==> src/rtl/register_file_2r1w.sv <==
// register_file_2r1w: 2-read/1-write register file with per-register pending bits.
// Ports: clock, reset_n, read_register_port_0/1, write_register/data/enable,
//        reserve_register/enable, read_data_port_0/1, read_pending_port_0/1.
module register_file_2r1w #(
    parameter int DATA_WIDTH = 32,
    parameter int ADDR_WIDTH = 2,
    parameter bit ZERO_REG   = 1'b0
) (
    input  logic                  clock,
    input  logic                  reset_n,
    input  logic [ADDR_WIDTH-1:0] read_register_port_0,
    input  logic [ADDR_WIDTH-1:0] read_register_port_1,
    input  logic [ADDR_WIDTH-1:0] write_register,
    input  logic [DATA_WIDTH-1:0] write_data,
    input  logic                  write_enable,
    input  logic [ADDR_WIDTH-1:0] reserve_register,
    input  logic                  reserve_enable,
    output logic [DATA_WIDTH-1:0] read_data_port_0,
    output logic [DATA_WIDTH-1:0] read_data_port_1,
    output logic                  read_pending_port_0,
    output logic                  read_pending_port_1
);

    localparam int DEPTH = 2 ** ADDR_WIDTH;

    logic [DATA_WIDTH-1:0] data_q [DEPTH];
    logic [DEPTH-1:0]      pend_q;

    logic [DATA_WIDTH-1:0] data_d [DEPTH];
    logic [DEPTH-1:0]      pend_d;

    logic                  write_ok;
    logic                  reserve_ok;
    logic [DATA_WIDTH-1:0] rd0_d;
    logic [DATA_WIDTH-1:0] rd1_d;
    logic                  rp0_d;
    logic                  rp1_d;

    assign write_ok   = write_enable &&
                        !(ZERO_REG && write_register == '0);
    assign reserve_ok = reserve_enable &&
                        !(ZERO_REG && reserve_register == '0);

    // Post-edge state; reads sample this so bypass falls out naturally.
    // Reserve is applied after write so it wins on a collision.
    always_comb begin
        data_d = data_q;
        pend_d = pend_q;
        if (write_ok) begin
            data_d[write_register] = write_data;
            pend_d[write_register] = 1'b0;
        end
        if (reserve_ok) begin
            pend_d[reserve_register] = 1'b1;
        end
    end

    always_comb begin
        rd0_d = data_d[read_register_port_0];
        rd1_d = data_d[read_register_port_1];
        rp0_d = pend_d[read_register_port_0];
        rp1_d = pend_d[read_register_port_1];
        if (ZERO_REG && read_register_port_0 == '0) begin
            rd0_d = '0;
            rp0_d = 1'b0;
        end
        if (ZERO_REG && read_register_port_1 == '0) begin
            rd1_d = '0;
            rp1_d = 1'b0;
        end
    end

    always_ff @(posedge clock or negedge reset_n) begin
        if (!reset_n) begin
            for (int i = 0; i < DEPTH; i++) begin
                data_q[i] <= '0;
            end
            pend_q              <= '0;
            read_data_port_0    <= '0;
            read_data_port_1    <= '0;
            read_pending_port_0 <= 1'b0;
            read_pending_port_1 <= 1'b0;
        end else begin
            for (int i = 0; i < DEPTH; i++) begin
                data_q[i] <= data_d[i];
            end
            pend_q              <= pend_d;
            read_data_port_0    <= rd0_d;
            read_data_port_1    <= rd1_d;
            read_pending_port_0 <= rp0_d;
            read_pending_port_1 <= rp1_d;
        end
    end

endmodule
==> config.mk <==
export PLATFORM = sky130hd
export DESIGN_NAME = register_file_2r1w
export DESIGN_NICKNAME = d
export VERILOG_FILES = /design/src/rtl/register_file_2r1w.sv
export SDC_FILE = /design/constraint.sdc
export NUM_CORES = 1
export LEC_CHECK = 0
export BUFFER_PORTS_ARGS = -buffer_cell sky130_fd_sc_hd__buf_2
export CORE_MARGIN = 3
export CORE_UTILIZATION = 50
export CTS_BUF_LIST = sky130_fd_sc_hd__clkbuf_4 sky130_fd_sc_hd__clkbuf_8
export CTS_CLUSTER_SIZE = 8
export DETAILED_ROUTE_END_ITERATION = 7
export PLACE_DENSITY = 0.8
export REMOVE_ABC_BUFFERS = 1
export SYNTH_ARGS = -nofsm -noshare
export SYNTH_HDL_FRONTEND = slang
export SYNTH_SLANG_ARGS = --single-unit
==> constraint.sdc <==
create_clock -name clock -period 3.65 [get_ports clock]
set_clock_uncertainty 0.15 [all_clocks]
set_input_delay 0.365 -clock clock [delete_from_list [all_inputs] [get_ports clock]]
set_output_delay 0.365 -clock clock [all_outputs]
set_load 0.03 [all_outputs]
==> impl_metrics.py <==
metrics = {
    "placed_design": {
        "dpl-instance-area_um2": 9120,
        "portBuffers": 109,
        "place.gp.congestion": 0.796,
        "dp_hpwl_mm": 12.6,
    },
    "critical_path": {
        "start_kind": "input pin",
        "cp_num_buf_inv": 1,
        "critPathMaxFanout": 32,
        "cp_cell_sequence": "buf_2 -> nand3b_4 -> nand2_2 -> o22ai_1 -> a211oi_1",
        "worst_setup_path_end_kind": "flop",
        "crit_type": "input pin to flop",
        "crit_arrival_ns": 2.41,
        "max_stage_delay_ns": 0.81,
        "slowest_stage": "nand2_2",
        "cpLargestDelayFamily": "simple AND/OR/NAND/NOR gates",
        "worstPathRequired_ns": 3.85,
    },
    "clocking": {
        "cts_tree": "built",
        "cts_max_path_buffers": 2,
        "cts.repair.resized": 0,
        "clk-insertion-delay-late_ns": 0.46,
        "cts_buffers": 17,
        "root_buffer": "clkbuf_8",
        "clock_sinks": 198,
        "path_clk_slew_ns": 0.09,
        "cts.htree.levels": 4,
    },
    "power": {
        "power_frac_seq_pct": 50.3,
        "swShare_pct": 30.9,
        "clkPwrFrac_pct": 24.8,
        "p_int_mw": 3.87,
        "p_sw_mw": 1.73,
        "powerDensity_nw_per_um2": 588,
        "p_leak_nw": 4.11,
        "ir_drop_v": 0.000313,
        "p_comb_share_pct": 24.9,
        "finalPower_mw": 5.60,
    },
    "sta": {
        "max_freq_ghz": 0.452,
        "min_period_ns": 2.21,
        "rsz0062_at_grt": "no",
        "tightest_slew_ns": 0.942,
        "relSlewSlack_pct": 37.1,
        "setup_viol": 0,
        "setup_tns_ns": 0,
        "slew_violations": 0,
        "final_hold_viol_count": 0,
        "period_share_pct": 60.6,
    },
    "routing": {
        "wl_mm": 20.3,
        "ant_nets": 0,
        "avgRoutedWirePerCell_um": 22.7,
        "dr.first_iter.drc_count": 427,
        "first_pass_iters": 4,
        "vias_per_cell": 6.08,
        "post-route-drc-count": 0,
        "vias": 5448,
    },
    "finish": {
        "areaGrowthSynthToFinish_pct": 12.5,
        "drive_above_1_share_pct": 46.5,
        "finalInstanceArea_um2": 9540,
        "layout.nets": 710,
    },
    "synthesis": {
        "synth_compound_area_share_pct": 8.33,
        "synth_area_leaders": "dfrtp_1 (58%), mux2_2 (16%), mux4_2 (8.2%)",
        "yosys.area_share.simple_pct": 3.51,
        "yosysUniqueCellTypes": 32,
        "synth_top_area_share_pct": 58.5,
        "synth-adder-area-share_pct": 0,
        "avgSynthCellArea_um2": 14.9,
        "synth.area.mux_share_pct": 25.9,
        "synth_top_family_by_area": "multiplexers",
        "ys_ff_latch": 198,
        "syn_area_um2": 8480,
        "synth_xor_xnor_area_share_pct": 0.310,
        "synth_top_area_cell": "dfrtp_1",
        "synth_warnings": 0,
        "synthesis.instances": 567,
        "ys_seq_area_share_pct": 58.5,
    },
    "hold_path": {
        "hp-class": "input pin to flop",
    },
    "floorplanning": {
        "num_rows": 46,
        "die_h_um": 136,
        "top_level_ports": 110,
        "initial_core_util_pct": 52.2,
        "core-area_um2": 16200,
        "dieArea_um2": 18500,
        "die_width_um": 136,
    },
    "grt": {
        "grt_pass1_vias": 5964,
        "grt_usage_pct": 22.7,
        "grt_max_degree": 107,
        "grt_pass1_wl_mm": 31.6,
        "antenna_found_initial": 4,
        "grt_overflow": 0,
    },
    "job": {
        "drv_cap": 0,
    },
    "outcome": {
        "status": "completed",
    },
}
[synth_stat cells]
master / n
nand4b_1: 1
mux2i_1: 3
clkbuf_1: 12
nor3_1: 2
xnor2_1: 3
buf_4: 4
nand3b_1: 2
mux2_1: 4
a32oi_1: 1
dfrtp_1: 198
or2_0: 1
o2bb2ai_1: 1
mux2_2: 118
and4bb_2: 1
buf_2: 14
nand2b_1: 3
a211oi_1: 32
nand3_4: 1
mux4_2: 31
o22ai_1: 66
mux2_4: 6
o31ai_1: 2
nand2_1: 2
nor2_1: 34
a32o_1: 2
inv_1: 3
nand3_1: 3
clkinv_1: 1
buf_1: 1
buf_6: 12
nand3b_4: 2
nor3b_4: 1
[power by group through the flow]
stage	Combinational, mW	Sequential (mW)	Clock [mW]
floorplan	0.621	3.13	0
global placement	1.34	2.83	0
detailed placement	1.40	2.86	0
CTS	1.40	2.82	1.41
global route	1.48	2.87	1.51
finish	1.39	2.82	1.39
[cells in the final DEF, fill, tap and decap left out, drive strengths merged, types with 4 or more instances in the layout]
cell	Yosys	routed
clkbuf	12	23
o22ai	66	66
mux4	31	31
mux2	128	128
nand3	4	4
buf	31	120
dfrtp	198	198
clkinv	1	6
nand3b	4	4
nor2	34	34
a211oi	32	32
[final timing paths]
| path | slack (ns) | end | from | cells after the start |
|---|---|---|---|---|
| worst max-delay path | 1.44 | read_data_port_0[10]$_DFF_PN0_ | write_register[0] | 5 |
| worst min-delay path | 0.06 | data_q[73]$_DFF_PN0_ | write_data[9] | 2 |
| worst max register to register | 2.18 | read_data_port_1[27]$_DFF_PN0_ | data_q[27]$_DFF_PN0_ | 2 |
| worst min register to register | 0.38 | data_q[45]$_DFF_PN0_ | data_q[45]$_DFF_PN0_ | 1 |
| max in group asynchronous | 1.91 | read_data_port_0[15]$_DFF_PN0_ | reset_n | 3 |
| min in group asynchronous | 0.41 | read_data_port_0[9]$_DFF_PN0_ | reset_n | 2 |
[stage by stage]
step           setup slack, ns  util, %  hold slack (ns)  cells
3_5_place_dp             0.959     56.2            0.359    861
6_report                  1.44     58.8           0.0563    896
3_3_place_gp              1.03     56.2            0.344    861
5_1_grt                   1.37     58.7           0.0249    895
2_1_floorplan            0.734        -          -0.0806    524
4_1_cts                   1.42     58.7           0.0242    893
[sequential cells by signal, indices dropped and copies added (netlist names)]
| register | count |
|---|---|
| data_q | 128 |
| pend_q | 4 |
| read_data_port_0 | 32 |
| read_data_port_1 | 32 |
| read_pending_port_0 | 1 |
| read_pending_port_1 | 1 |
[logic make-up (layout without fill, tap and decap cells)]
kind of cell           after synthesis  count (layout)
other                                0               3
XOR/XNOR                             3               3
AO/OA/AOI/OAI                      104             104
AND/OR/NAND/NOR                     53              53
buffers and inverters               47             157
multiplexers                       162             162
flip-flops                         198             198
[area by class of cell]
| cell class | count | area, um^2 |
|---|---|---|
| Clock inverter | 8 | 100 |
| Multi-Input combinational cell | 322 | 3230 |
| Timing Repair Buffer | 123 | 664 |
| Inverter | 4 | 15.0 |
| Fill cell | 1240 | 6690 |
| Sequential cell | 198 | 4950 |
| Tap cell | 216 | 270 |
| Antenna cell | 3 | 7.51 |
| Clock buffer | 22 | 290 |
[worst reg2reg max path, stage by stage (launching register included)]
cell and delay (ns):
dfrtp_1 0.41, mux2_2 0.29, mux4_2 0.49
[layer usage]
layer	share of wire, %	track usage [%]	wire [um]
met5	0.11	0	23
met4	1.7	8.90	337
met3	7.0	5.74	1420
met2	52	38.0	10500
met1	40	28.5	8060
[what timing repair did]
action	4_1_cts	5_1_grt
hold buffers	2	0
hold endpoints to repair	104	0
buffers inserted	0	0
No activity file was read; power rests on OpenSTA's default activity.
